`src/rtl/btb_pkg.sv`:
```
// Shared types, sizing constants and counter helpers for the 2-way branch target buffer.
// Entries hold the widest possible tag so any legal SETS value fits in one struct.
package btb_pkg;

    localparam int BTB_SETS      = 8;
    localparam int BTB_INDEX_W   = $clog2(BTB_SETS);
    localparam int BTB_TAG_W     = 32 - 2 - BTB_INDEX_W;
    localparam int BTB_TAG_MAX_W = 29;

    localparam logic [1:0] CTR_SNT = 2'b00;
    localparam logic [1:0] CTR_WNT = 2'b01;
    localparam logic [1:0] CTR_WT  = 2'b10;
    localparam logic [1:0] CTR_ST  = 2'b11;

    typedef struct packed {
        logic                     valid;
        logic [BTB_TAG_MAX_W-1:0] tag;
        logic [31:0]              target;
        logic [1:0]               ctr;
    } btb_entry_t;

    function automatic logic [1:0] sat_inc(input logic [1:0] c);
        return (c == CTR_ST) ? CTR_ST : c + 2'b01;
    endfunction

    function automatic logic [1:0] sat_dec(input logic [1:0] c);
        return (c == CTR_SNT) ? CTR_SNT : c - 2'b01;
    endfunction

endpackage

```
`src/rtl/btb_way.sv`:
```
// One way of the BTB: SETS-deep entry array with two combinational read ports,
// one synchronous write port and a flush that clears only the valid bits.
module btb_way
    import btb_pkg::*;
#(
    parameter int SETS    = BTB_SETS,
    parameter int INDEX_W = $clog2(SETS)
) (
    input  logic               clk,
    input  logic               rst_n,
    input  logic               flush,
    input  logic [INDEX_W-1:0] lk_idx,
    output btb_entry_t         lk_entry,
    input  logic [INDEX_W-1:0] up_idx,
    output btb_entry_t         up_entry,
    input  logic               wr_en,
    input  btb_entry_t         wr_entry
);

    localparam btb_entry_t RESET_ENTRY = '{valid: 1'b0, tag: '0, target: 32'h0, ctr: CTR_WNT};

    btb_entry_t mem_q [SETS];
    btb_entry_t mem_d [SETS];

    always_comb begin
        mem_d = mem_q;
        if (flush) begin
            for (int i = 0; i < SETS; i++) begin
                mem_d[i].valid = 1'b0;
            end
        end else if (wr_en) begin
            mem_d[up_idx] = wr_entry;
        end
    end

    always_ff @(posedge clk or negedge rst_n) begin
        if (!rst_n) begin
            for (int i = 0; i < SETS; i++) begin
                mem_q[i] <= RESET_ENTRY;
            end
        end else begin
            mem_q <= mem_d;
        end
    end

    assign lk_entry = mem_q[lk_idx];
    assign up_entry = mem_q[up_idx];

endmodule

```
`src/rtl/btb_2way.sv`:
```
// 2-way set-associative branch target buffer: zero-latency lookup for fetch,
// trained one cycle later by the resolver with per-set LRU replacement.
module btb_2way
    import btb_pkg::*;
#(
    parameter int SETS = BTB_SETS
) (
    input  logic        clk,
    input  logic        rst_n,
    input  logic        flush,
    input  logic [31:0] fetch_pc,
    output logic        pred_valid,
    output logic [31:0] predicted_pc,
    output logic        predicted_taken,
    input  logic        upd_en,
    input  logic [31:0] upd_pc,
    input  logic [31:0] upd_target,
    input  logic        upd_taken,
    input  logic        upd_is_jump
);

    localparam int INDEX_W = $clog2(SETS);

    logic [INDEX_W-1:0]       fetch_idx, upd_idx;
    logic [31:0]              fetch_shift, upd_shift;
    logic [BTB_TAG_MAX_W-1:0] fetch_tag, upd_tag;

    btb_entry_t lk_entry [2];
    btb_entry_t up_entry [2];
    btb_entry_t wr_entry;
    logic [1:0] wr_en;

    logic [SETS-1:0] lru_q, lru_d;

    logic       lk_hit0, lk_hit1;
    logic       up_hit0, up_hit1, up_hit;
    logic       hit_way, victim_way, sel_way;
    logic [1:0] cur_ctr, new_ctr;
    logic       do_update;

    // Tags are the PC bits above the index, zero-extended to the struct's tag width.
    assign fetch_idx   = fetch_pc[2 +: INDEX_W];
    assign upd_idx     = upd_pc[2 +: INDEX_W];
    assign fetch_shift = fetch_pc >> (2 + INDEX_W);
    assign upd_shift   = upd_pc >> (2 + INDEX_W);
    assign fetch_tag   = fetch_shift[BTB_TAG_MAX_W-1:0];
    assign upd_tag     = upd_shift[BTB_TAG_MAX_W-1:0];

    for (genvar w = 0; w < 2; w++) begin : g_way
        btb_way #(
            .SETS    (SETS),
            .INDEX_W (INDEX_W)
        ) u_way (
            .clk      (clk),
            .rst_n    (rst_n),
            .flush    (flush),
            .lk_idx   (fetch_idx),
            .lk_entry (lk_entry[w]),
            .up_idx   (upd_idx),
            .up_entry (up_entry[w]),
            .wr_en    (wr_en[w]),
            .wr_entry (wr_entry)
        );
    end

    assign lk_hit0 = lk_entry[0].valid && (lk_entry[0].tag == fetch_tag);
    assign lk_hit1 = lk_entry[1].valid && (lk_entry[1].tag == fetch_tag);

    // Way 0 wins if both ways ever match.
    always_comb begin
        pred_valid      = 1'b0;
        predicted_pc    = fetch_pc + 32'd4;
        predicted_taken = 1'b0;
        if (lk_hit0) begin
            pred_valid      = 1'b1;
            predicted_pc    = lk_entry[0].target;
            predicted_taken = lk_entry[0].ctr[1];
        end else if (lk_hit1) begin
            pred_valid      = 1'b1;
            predicted_pc    = lk_entry[1].target;
            predicted_taken = lk_entry[1].ctr[1];
        end
    end

    assign up_hit0   = up_entry[0].valid && (up_entry[0].tag == upd_tag);
    assign up_hit1   = up_entry[1].valid && (up_entry[1].tag == upd_tag);
    assign up_hit    = up_hit0 || up_hit1;
    assign hit_way   = !up_hit0;
    assign do_update = upd_en && !flush;

    always_comb begin
        victim_way = lru_q[upd_idx];
        if (!up_entry[0].valid) begin
            victim_way = 1'b0;
        end else if (!up_entry[1].valid) begin
            victim_way = 1'b1;
        end
        sel_way = up_hit ? hit_way : victim_way;
        cur_ctr = hit_way ? up_entry[1].ctr : up_entry[0].ctr;

        new_ctr = CTR_WNT;
        if (upd_is_jump) begin
            new_ctr = CTR_ST;
        end else if (up_hit) begin
            new_ctr = upd_taken ? sat_inc(cur_ctr) : sat_dec(cur_ctr);
        end else begin
            new_ctr = upd_taken ? CTR_WT : CTR_WNT;
        end

        wr_entry = '{valid: 1'b1, tag: upd_tag, target: upd_target, ctr: new_ctr};
        wr_en[0] = do_update && (sel_way == 1'b0);
        wr_en[1] = do_update && (sel_way == 1'b1);

        lru_d = lru_q;
        if (do_update) begin
            lru_d[upd_idx] = ~sel_way;
        end
    end

    always_ff @(posedge clk or negedge rst_n) begin
        if (!rst_n) begin
            lru_q <= '0;
        end else begin
            lru_q <= lru_d;
        end
    end

endmodule

```
`config.mk`:
```
export PLATFORM = sky130hd
export DESIGN_NAME = btb_2way
export DESIGN_NICKNAME = d
export VERILOG_FILES = /design/src/rtl/btb_pkg.sv /design/src/rtl/btb_way.sv /design/src/rtl/btb_2way.sv
export SDC_FILE = /design/constraint.sdc
export NUM_CORES = 2
export LEC_CHECK = 0
export CORE_MARGIN = 10
export CORE_UTILIZATION = 52
export DETAILED_ROUTE_END_ITERATION = 12
export GPL_ROUTABILITY_DRIVEN = 0
export PLACE_DENSITY = 0.69
export SETUP_SLACK_MARGIN = 0.05
export SYNTH_ARGS = -nofsm -noshare
export SYNTH_HDL_FRONTEND = slang
export SYNTH_SLANG_ARGS = --single-unit
```
`constraint.sdc`:
```
create_clock -name clk -period 10.5 [get_ports clk]
set_input_delay 2.625 -clock clk [delete_from_list [all_inputs] [get_ports clk]]
set_output_delay 2.625 -clock clk [all_outputs]
set_load 0.05 [all_outputs]
```
# == Word-level counts from Yosys, hierarchy flattened ==
# Cells that the tools add are included.
# W data, S select, Z words.
# totals
ff_bits,1032
inputBits,102
output_inout_bits,34
word_cells,154
# classes
addsub,3
n_lt_le_gt_ge,5
n_eq_ne,5
n_mux,55
n_bitwise,4
reduce_logical,17
# ops
operator,count
$bwmux W512,2
$mux W512,2
$bmux W64 S3,4
$mux W64,9
$demux W64 S3,1
$eq A29 B27 Y1,4
$mux W32,2
$add A32 B3 Y32 const B,1
$mux W1,25
$mux W2,7
$logic_and A1 B1 Y1,9
$bwmux W8,1
$ge A4 B4 Y1 const B,2
$not A3 Y4,2
$lt A3 B4 Y1 const B,1
$lt A4 B1 Y1 const B,1
$reduce_and A2 Y1,2
$reduce_bool A2 Y1,2
$bmux W1 S3,1
$demux W1 S3,1
$ge A3 B1 Y1 const B,1
$add A2 B1 Y2 const B,1
$eq A2 B2 Y1 const B,1
$logic_not A1 Y1,2
4 further kinds,5

# == Logic depth before layout (Yosys ltp) ==
# depth
ltp_word,15
depth_mapped,17
ltp_nobuf,10

# == Modules after synthesis ==
# A second synthesis with hierarchy kept.
# hier_totals
hier_cells,3541
area_unflattened_um2,57754.1
# modules_own_cells
mod,n_inst,cells_each,area_per_inst_um2,seq_area_each_um2
btb_way,2,1575,27253.6,12822.3
btb_2way,1,391,3246.9,200.2

# == Worst setup path before layout ==
# No wires, ideal clock.
# synth_path
path_type,input -> output
from,input fetch_pc[2]
to,output predicted_taken
arrival_ns,6.673
required_time_ns,7.875
setup_slack_ns,1.202
path_stages,10
path_buffers,3
cell_sequence,clkbuf_1 -> buf_2 -> buf_1 -> mux4_2 -> mux2i_1 -> xnor2_1 -> nor4_1 -> nand4_1 -> nor4_2 -> o41ai_1
# synth_via
elab_chain_cells,8
word_cells_on_any_way,13
classes_between,2 x eq/ne; 8 x mux; 1 x bitwise; 2 x reduce/logical
# synth_rtl
item,line,text
from (decl),btb_2way.sv:11,"input logic [31:0] fetch_pc,"
$not A3 Y4 (implied by the code) (*),btb_way.sv:46,assign lk_entry = mem_q[lk_idx];
$bmux W64 S3,btb_way.sv:46,
$mux W64 (implied by the code) (2 in a row),btb_way.sv:46,
$eq A29 B27 Y1,btb_2way.sv:67,assign lk_hit1 = lk_entry[1].valid && (lk_entry[1].tag == fetch_tag);
$logic_and A1 B1 Y1,btb_2way.sv:67,
$mux W1,btb_2way.sv:78,end else if (lk_hit1) begin
$mux W1 (*),btb_2way.sv:74,if (lk_hit0) begin
to (decl),btb_2way.sv:14,"output logic predicted_taken,"
# Every way passes the cells marked *; elsewhere a longest branch is shown, timed or not. The select of a mux whose other input is x is not followed.

# == Final worst setup path ==
# layout_path
from,input fetch_pc[2]
to,output predicted_pc[12]
# layout_via
elab_chain_cells,8
word_cells_on_any_way,14
classes_between,1 x add/sub; 2 x eq/ne; 8 x mux; 1 x bitwise; 2 x reduce/logical
# layout_rtl
item,line,text
$not A3 Y4 (implied by the code),btb_way.sv:46,
$bmux W64 S3,btb_way.sv:46,
$mux W64 (implied by the code) (2 in a row),btb_way.sv:46,
$eq A29 B27 Y1,btb_2way.sv:67,
$logic_and A1 B1 Y1,btb_2way.sv:67,
$mux W32,btb_2way.sv:78,
$mux W32 (*),btb_2way.sv:74,
to (decl),btb_2way.sv:13,"output logic [31:0] predicted_pc,"
# Marked as above.

==> metrics.cfg <==
[critical_path]
worst-endpoint-required_ps=7880
worstPathCellList=buf_8 -> buf_4 -> mux4_2 -> mux2i_1 -> xnor2_1 -> nor4_1 -> nand4_1 -> nor2_4 -> buf_4 -> o21ai_0 -> o21ai_0 -> clkdlybuf4s50_1
timing.critical_path.slowest_cell_delay_ps=840
critical_path.n_buffers_inverters=4
worst_path_dominant_cell_family=buffers and inverters
path_depth=12
end_kind=primary output
path_class=input pin to primary output
worst_r2r_path_depth=12
worst_setup_path_start_kind=input pin
r2r_slack_ps=5140
rr_startpoint=g_way[1].u_way.mem_q[187]
slowest_stage_cell_cp=clkdlybuf4s50_1
timing.critical_path.arrival_ps=7120
critical_path_peak_fanout=37
critical_path.reg2reg.endpoint=g_way[1].u_way.mem_q[449]
source_of_the_critical_timing_path=fetch_pc[2]

[power]
share_comb_of_total_power_pct=21.0
reg_power_share_pct=45.2
pwrdens_mw_per_mm2=204
power_switching_share_pct=27.4
power_switching_mw=3.22
clock_power_share_pct=33.8
leakage_nw=25.2
cellInternalPower_mw=8.50
irDropWorstVdd_v=0.000130

[yosys]
synthesized_cell_area_mm2=0.0513
syn_inst=3561
synth_top_area_share_pct=48.0
synthesis.yosys.warnings=0
synth.net_count=3664
syn_area_per_cell_um2=14.4
yosys_register_bits=1000
synth-main-ff-cell=dfrtp_1
number_of_flops_mapped_to_enable_cells_by_yosys=0
synth.most_common_cell=dfrtp_1
postSynth.asyncResetShare_pct=100
post_synth_main_area_contributors=dfrtp_1 (48%), mux2_2 (22%), mux4_2 (13%)
yosysSeqAreaShare_pct=48.9
synth_top_cell_by_area=dfrtp_1
synth.lib_cells_used.distinct=73
ranking_of_synthesized_cells_by_instance_count=dfrtp_1 (984), mux2_2 (983), mux4_2 (291), mux2i_1 (204), clkbuf_1 (151)

[timing]
finalCriticalPeriod_ps=9740
fmax_mhz=103
final-max-slew-violation-count=0
max-slew-margin-rel_pct=15.5
clock_skew_ps=37.5
finalCritPeriodShare_pct=92.8
report.final.hold_viol_count=0
max_slew.worst_pin.slew_ps=1270
fin_setup_tns_ps=0
grt_setup_unrepaired=false
final-setup-viol-count=0

[place]
dpl.hpwl_mm=94.0
placement.io_buffers=133
post-place-cells=4750

[worst_hold_path]
hold_depth=1
min_path_type=flop to flop
timing.hold.worst.start=g_way[1].u_way.mem_q[96]
holdPathEnd=g_way[1].u_way.mem_q[96]

[cts]
cts.root.buffer_cell=clkbuf_16
clockBufferDepth=3
postCtsSetupBuffers=0
cts-buffers-inserted=108
sinks_on_clock_net=1000
cts_hold_repair.buffers=0
clk_pin_slew_ps=60
cts_tree=built
cts-htree-levels=3
clock_network_latency_to_the_later_pin_of_the_worst_skew_pair_ps=720
post_cts_resized=0

[global_routing]
first_global_vias=34700
track_usage_pct=26.5
grt_start_max_net_pins=208
grt_antenna_before_repair=14
total_global_routing_overflow=0
first_pass_grt_wire_length_mm=225

[routing]
ant_nets=0
dr.first_iter.drc_count=2885
route.final.wire_length_mm=149
vias_per_cell=6.50
drt_first_pass_iters=5
remaining_drc_errors=0
total_number_of_vias=32300
detail_route.wl_per_cell_um=30.0

[run_status]
outcome=complete, no violations

[floorplanning]
initial_utilization_pct=52.2
floorplan.die.height_um=334
fp-row-count=115
design.die.area_mm2=0.112
i_o_pins=136
horizontal_die_dimension_um=334
fp.coreArea_mm2=0.0981

[job]
max_cap_viol_count=0

[final_layout]
area_growth_pct=11.9
layout.nets=3676
final_layout_size_suffix_gt1_share_pct=44.7
filler_cell_count=7567
layoutNonFillerInstCount=4962

[placed cells by master, fill, tap and decap left out, drive strengths merged, types with 10 or more instances in the layout]
cell           instances
nor3                  17
inv                   21
nor2                  38
nor4                  25
xor2                  30
mux2                1038
mux4                 291
and3                  10
o21ai                 84
clkinv                24
clkbuf               165
a22oi                 42
nand3                 29
nand2                125
a221oi                11
o21a                  13
buf                  130
a21oi                 12
dfstp                 16
nor2b                 10
mux2i                204
diode                 11
xnor2                 83
clkdlybuf4s50         96
nand3b                12
o22ai                 17
dfrtp                984
nand4                 21
[cells by family (layout without fill, tap and decap cells)]
group / Yosys count / count (layout) / synth area share [%]
mux: 1533 / 1533 / 39.6
flops: 1000 / 1000 / 48.9
buf+inv: 345 / 448 / 3.07
simple gates: 340 / 340 / 3.58
compound gates: 229 / 229 / 2.97
xor+xnor: 113 / 113 / 1.93
fa+ha+maj: 1 / 1 / 0.0244
other cells: 0 / 11 / 0
[state kept, by name, indices dropped and copies added, names as in the netlist]
| name | flops |
|---|---|
| g_way.u_way.mem_q | 992 |
| lru_q | 8 |
[per-layer routing]
metal | GRT usage (%) | wire length [um] | up-vias
met5 | 0 | 53 | -
met4 | 11.5 | 6410 | 8
met3 | 5.42 | 10400 | 365
met2 | 43.1 | 71700 | 1253
met1 | 34.3 | 60400 | 17300
li1 | - | - | 13400
[power by group through the flow]
stage	clock network [mW]	registers, mW	logic [mW]
finish	3.96	5.30	2.46
global route	4.18	5.40	2.62
CTS	4.02	5.29	2.46
detailed placement	0	5.35	2.44
global placement	0	5.24	2.34
floorplan	0	5.14	1.85
[layout make-up]
| class | count | area (um^2) | share of cell area [%] |
|---|---|---|---|
| sequential | 1000 | 25000 | 43.6 |
| inverter | 19 | 71.3 | 0.124 |
| antenna | 11 | 27.5 | 0.0480 |
| multi-input combinational | 2216 | 24800 | 43.1 |
| clock inverter | 38 | 497 | 0.866 |
| timing repair buffer | 228 | 2150 | 3.74 |
| tap | 1287 | 1610 | 2.81 |
| clock buffer | 163 | 3230 | 5.63 |
[worst max-delay path by stage]
| stage | slack, ps | endpoint |
|---|---|---|
| after floorplan | 1200 | predicted_taken |
| after global placement | 850 | predicted_pc[12] |
| after detailed placement | 860 | predicted_pc[12] |
| after CTS | 840 | predicted_pc[12] |
| after global routing | 630 | predicted_pc[12] |
| final | 760 | predicted_pc[12] |
[per-stage QoR]
| stage | total power [mW] | worst slack (ps) | utilization, % | hold slack [ps] | cell area, um^2 |
|---|---|---|---|---|---|
| 2_1_floorplan | 6.99 | 1200 | - | 459 | 51300 |
| 3_3_place_gp | 7.58 | 854 | 54.6 | 467 | 53600 |
| 3_5_place_dp | 7.79 | 860 | 54.6 | 476 | 53600 |
| 4_1_cts | 11.8 | 839 | 58.4 | 490 | 57400 |
| 5_1_grt | 12.2 | 626 | 58.5 | 501 | 57400 |
| 6_report | 11.7 | 756 | 58.5 | 488 | 57400 |
Note: power is estimated with default switching activity, not from simulation.
